### config.mk
export PLATFORM = sky130hd
export DESIGN_NAME = pipeline_ctrl
export DESIGN_NICKNAME = d
export VERILOG_FILES = /design/src/rtl/pipeline_ctrl.sv
export SDC_FILE = /design/constraint.sdc
export NUM_CORES = 1
export LEC_CHECK = 0
export ABC_AREA = 1
export BUFFER_PORTS_ARGS = -buffer_cell sky130_fd_sc_hd__buf_2
export CAP_MARGIN = 40
export CORE_UTILIZATION = 48
export CTS_CLUSTER_SIZE = 30
export DETAILED_ROUTE_END_ITERATION = 8
export PLACE_DENSITY = 0.79
export SYNTH_ARGS = -nofsm -noshare
export SYNTH_HDL_FRONTEND = slang
export SYNTH_SLANG_ARGS = --single-unit
### constraint.sdc
create_clock -name clk -period 2.8 [get_ports clk]
set_clock_uncertainty 0.2 [all_clocks]
set_input_delay 0 -clock clk [delete_from_list [all_inputs] [get_ports clk]]
set_output_delay 0 -clock clk [all_outputs]
set_load 0.1 [all_outputs]
### src/rtl/pipeline_ctrl.sv
// Pipeline hazard/exception controller: per-stage stall vector, single-cycle
// flush with redirect target, stall watchdog and stall-cycle statistics.
module pipeline_ctrl #(
   parameter logic [31:0] EXC_VECTOR = 32'h00000020,
   parameter logic [31:0] ERET_CODE  = 32'h0000000e,
   parameter logic [7:0]  TIMEOUT    = 8'd255
) (
   input  logic        clk,
   input  logic        rst,
   input  logic        stallreq_id,
   input  logic        stallreq_ex,
   input  logic        stallreq_mem,
   input  logic [31:0] excepttype,
   input  logic [31:0] cp0_epc,
   output logic [5:0]  stall,
   output logic        flush,
   output logic [31:0] new_pc,
   output logic        stall_timeout,
   output logic [31:0] stall_total
);

   typedef enum logic [0:0] {
      ST_RUN   = 1'b0,
      ST_FLUSH = 1'b1
   } state_t;

   state_t      state_q, state_d;
   logic [31:0] new_pc_q, new_pc_d;
   // Set once an exception has been taken; a code still present afterwards
   // belongs to the same faulting instruction and must not flush again.
   logic        exc_block_q, exc_block_d;
   logic [7:0]  wdog_q, wdog_d;
   logic        timeout_q, timeout_d;
   logic [31:0] total_q, total_d;

   logic        stall_en;
   logic        exc_seen;

   // Requests only take effect while out of reset and not flushing.
   assign stall_en = rst && (state_q == ST_RUN);
   assign exc_seen = (excepttype != 32'h0);

   // A request from stage k holds that stage and every stage upstream of it;
   // the deepest requester therefore wins, giving mem > ex > id priority.
   generate
      for (genvar gi = 0; gi < 6; gi++) begin : g_stall
         localparam logic HELD_BY_MEM = (gi <= 4);
         localparam logic HELD_BY_EX  = (gi <= 3);
         localparam logic HELD_BY_ID  = (gi <= 2);
         assign stall[gi] = stall_en &&
                            ((HELD_BY_MEM && stallreq_mem) ||
                             (HELD_BY_EX  && stallreq_ex)  ||
                             (HELD_BY_ID  && stallreq_id));
      end
   endgenerate

   // FSM next state: take an exception in RUN, spend exactly one cycle in FLUSH.
   always_comb begin
      state_d     = state_q;
      new_pc_d    = new_pc_q;
      exc_block_d = exc_block_q;
      if (!exc_seen) begin
         exc_block_d = 1'b0;
      end
      case (state_q)
         ST_RUN: begin
            if (exc_seen && !exc_block_q) begin
               state_d     = ST_FLUSH;
               exc_block_d = 1'b1;
               new_pc_d    = (excepttype == ERET_CODE) ? cp0_epc : EXC_VECTOR;
            end
         end
         ST_FLUSH: begin
            state_d = ST_RUN;
         end
         default: begin
            state_d = ST_RUN;
         end
      endcase
   end

   // Watchdog and statistics next state, driven by the PC hold bit.
   always_comb begin
      wdog_d    = wdog_q;
      timeout_d = timeout_q;
      total_d   = total_q + {31'h0, stall[0]};
      if (!stall[0] || flush) begin
         wdog_d = 8'h0;
      end else if (wdog_q != TIMEOUT) begin
         wdog_d = wdog_q + 8'd1;
      end
      if (stall[0] && (wdog_d == TIMEOUT)) begin
         timeout_d = 1'b1;
      end
   end

   // State registers with synchronous active-low reset.
   always_ff @(posedge clk) begin
      if (!rst) begin
         state_q     <= ST_RUN;
         new_pc_q    <= 32'h0;
         exc_block_q <= 1'b0;
         wdog_q      <= 8'h0;
         timeout_q   <= 1'b0;
         total_q     <= 32'h0;
      end else begin
         state_q     <= state_d;
         new_pc_q    <= new_pc_d;
         exc_block_q <= exc_block_d;
         wdog_q      <= wdog_d;
         timeout_q   <= timeout_d;
         total_q     <= total_d;
      end
   end

   assign flush         = (state_q == ST_FLUSH);
   assign new_pc        = new_pc_q;
   assign stall_timeout = timeout_q;
   assign stall_total   = total_q;

endmodule

==> impl_metrics.yaml <==
die:
  boundaryPins: 141
  die_w_um: 91.1
  die_y_um: 91.1
  die_area_sq_um: 8290
  std_cell_rows: 32
  core_area_sq_um: 7690
  start_util_pct: 49.5
timing:
  final.period_utilization_pct: 85.4
  rsz0062_at_grt: "false"
  fin_ws_ns: 0.409
  timing.fmax_ghz: 0.418
  setup_tns_ns: 0
  setup_viol: 0
  fin_crit_ns: 2.39
  worst_pin_slew_ns: 0.607
  final_max_slew_viol_count: 0
  maxSlewHeadroom_pct: 59.4
  hold_violations: 0
  hold-worst-slack_ns: 0.0619
synthesis:
  synth_area_sq_um: 3810
  synth_fp_nets: 604
  yosys.area.top_type: "dfxtp_1"
  ys_ff_latch: 75
  yosys-top-cells-area: "dfxtp_1 39%, nand3_1 12%, nand2_1 8.1%, nor2_1 6.2%, inv_1 4.5%"
  synth_top_area_share_pct: 39.4
  yosys.cell_types.count: 39
  ys_seq_area_share_pct: 39.4
  yosysWarnings: 0
  synthCells: 532
  post_synth.cell_area_avg_sq_um: 7.16
power_and_ir_drop:
  combinationalPowerShare_pct: 12.3
  power_density_nw_per_um2: 445
  power_leakage_nw: 2.28
  swShare_pct: 26.4
  p_sw_mw: 0.611
  internal-power_mw: 1.70
  vdd_drop_max_uv: 288
  p_seq_share_pct: 46.9
  clockPowerShare_pct: 40.8
cts:
  cts_tree: "built"
  numCtsBuffers: 9
  cts.sinks: 75
  clock_latency_ns: 0.34
  postCtsSetupRepairBufs: 0
  cts_buffer_depth: 2
  root_buffer: "clkbuf_8"
  post_cts_resized: 0
  holdBufCountCts: 40
  clk_transition_reported_paths_ns: 0.07
  htree_num_levels: 3
critical_path:
  slowest_stage: "dlygate4sd3_1"
  crit_path_frequent_cell: "nor2_1"
  cp_slowest_stage_delay_ns: 0.54
  cp-end-kind: "flop"
  crit_arrival_ns: 2.44
  worst-path-buf-inv: 3
  path_max_fanout: 33
  worstRegToRegCells: 14
  criticalPathCategory: "input pin to flop"
  regToRegEndpoint: "stall_total[18]$_SDFF_PN0_"
  crit_family: "buffers and inverters"
  cp.required_ns: 2.85
  ff2ff_setup_slack_ns: 0.49
  crit_chain: "dlygate4sd3_1, buf_2, nor2_1, dlygate4sd3_1, nand2_1, nor2_1, nand2_1, nor2_1, nor2_1, nand2_2, nand3_1, o21ai_0"
  start_kind: "input pin"
  reg2reg_from: "flush$_SDFF_PP0_"
global_routing:
  grt_overflow: 0
  grt_max_degree: 44
  grt_pass1_vias: 3963
  antenna_found_initial: 0
  grt_pass1_wl_um: 17900
  grt_use_total_pct: 26.1
min_path:
  holdCritStartpoint: "stallreq_id"
  holdPathStages: 6
  worstHoldPathType: "input pin to flop"
  hold_end: "wdog_q[0]$_SDFF_PN0_"
drt:
  routedWlPerCell_um: 13.3
  dr_total_vias: 4229
  detail_route.iter0.violations: 223
  finalWirelength_um: 10800
  wl_met1_um: 4700
  postRouteAntennaNets: 0
  drt-vias-per-instance: 5.21
  route.met3.wl_um: 828
  met2_length_um: 5130
  top_layer_used: "met4"
  drc_errors: 0
  drtPass1Iterations: 5
cells_and_area:
  syn_to_final_growth_pct: 36.6
  antenna_cells: 0
  nFillCells: 665
  fin_util_pct: 67.7
  final_nets: 776
  drive_gt1_share_pct: 28.8
status:
  status: "completed"
placed_design:
  dp_hpwl_um: 7350
  dp_slack_ns: 0.413
  portBuffers: 139
  gp_congestion: 0.894
flow_run:
  drv_cap: 0
## power groups by stage
stage	logic, mW	clock network [mW]	registers, mW
6_report	0.285	0.945	1.08
5_1_grt	0.305	1.00	1.09
4_1_cts	0.281	0.958	1.08
3_5_place_dp	0.241	0	1.11
3_3_place_gp	0.237	0	1.11
2_1_floorplan	0.133	0	1.15
## logic make-up after synthesis
logic type	after synthesis	share of synthesized area (%)
and+or+nand+nor	299	39.5
DFF	75	39.4
buffers and inverters	74	8.31
AOI/OAI and AO/OA	73	10.1
xor gates and xnor gates	7	1.61
adders and majority gates	3	0.986
other	1	0.0985
## area by class of cell
cell class / instances / area (sq um) / share of cell area [%]
clock inverter: 6 / 87.6 / 1.68
clock buffer: 10 / 138 / 2.65
inverter: 51 / 195 / 3.75
sequential: 75 / 1510 / 28.9
timing repair buffer: 184 / 1130 / 21.8
multi-input combinational: 383 / 2020 / 38.7
tap: 102 / 128 / 2.45
## cells in the final DEF (no fill, tap or decap), drive strengths merged, types with 2 or more instances in the layout
cell type and n:
buf 144, nand2 93, nand3 92, nor2 76, dfxtp 75, inv 51, dlygate4sd3 40, o21ai 40
a21oi 25, nor3 14, clkbuf 10, nand4 9, nand3b 6, xnor2 4, or2 4, xor2 3
a31oi 3, nor3b 3, ha 3, clkinvlp 2, o21a 2, o21bai 2, bufinv 2, clkinv 2
## worst max path at each step
stage / startpoint / to / slack [ns] / cells after the start
2_1_floorplan: flush$_SDFF_PP0_ / stall_total[18]$_SDFF_PN0_ / 0.02 / 14
3_3_place_gp: flush$_SDFF_PP0_ / stall_total[18]$_SDFF_PN0_ / 0.49 / 14
3_5_place_dp: flush$_SDFF_PP0_ / stall_total[18]$_SDFF_PN0_ / 0.41 / 14
4_1_cts: rst / stall_total[18]$_SDFF_PN0_ / 0.47 / 17
5_1_grt: excepttype[2] / new_pc[17]$_SDFFE_PN0P_ / 0.19 / 12
6_report: excepttype[2] / new_pc[10]$_SDFFE_PN0P_ / 0.41 / 12
## worst register-to-register path, delay by kind of cell, from the launching register on
kind	cells	cell delay (ns)
AOI/OAI and AO/OA	1	0.13
adders and majority gates	2	0.35
buffers and inverters	1	0.15
DFF	1	0.36
and+or+nand+nor	10	1.04
## metrics by stage
| stage | power, mW | cell area [sq um] | cells |
|---|---|---|---|
| 3_3_place_gp | 1.35 | 4580 | 755 |
| 5_1_grt | 2.39 | 5200 | 811 |
| 4_1_cts | 2.32 | 5200 | 811 |
| 3_5_place_dp | 1.35 | 4580 | 755 |
| 2_1_floorplan | 1.28 | 3840 | 532 |
| 6_report | 2.31 | 5200 | 811 |
## routing by layer
layer | up-vias | track usage [%]
li1 | 2093 | -
met2 | 170 | 45.0
met4 | 0 | 8.73
met5 | - | 0
met3 | 14 | 5.44
met1 | 1952 | 32.3
## synth_stat cells
| library cell | n |
|---|---|
| nand3_1 | 90 |
| nand2_1 | 82 |
| dfxtp_1 | 75 |
| nor2_1 | 63 |
| inv_1 | 46 |
| o21ai_0 | 28 |
| a21oi_1 | 25 |
| o21ai_1 | 12 |
| nor3_1 | 10 |
| nand4_1 | 9 |
| buf_4 | 8 |
| clkbuf_1 | 8 |
| nand2_2 | 8 |
| nor2_2 | 7 |
| buf_2 | 6 |
| nand3b_1 | 6 |
| inv_2 | 5 |
| nor2_4 | 4 |
| xnor2_1 | 4 |
| a31oi_1 | 3 |
| ha_1 | 3 |
| nand2_4 | 3 |
| nor3_2 | 3 |
| or2_0 | 3 |
| xor2_1 | 3 |
| nor2_8 | 2 |
| nor3b_1 | 2 |
| o21a_1 | 2 |
| o21bai_1 | 2 |
| and2_1 | 1 |
| clkbuf_2 | 1 |
| conb_1 | 1 |
| nand3_2 | 1 |
| nand3_4 | 1 |
| nor3_4 | 1 |
| nor3b_2 | 1 |
| nor4_2 | 1 |
| o311a_1 | 1 |
| or2_2 | 1 |
## state kept, by name, summed over array words and instances, names as in the netlist
register	cells
flush	1
stall_timeout	1
wdog_q	8
new_pc	32
stall_total	32
exc_block_q	1
Note: power is estimated with default switching activity, not from simulation.
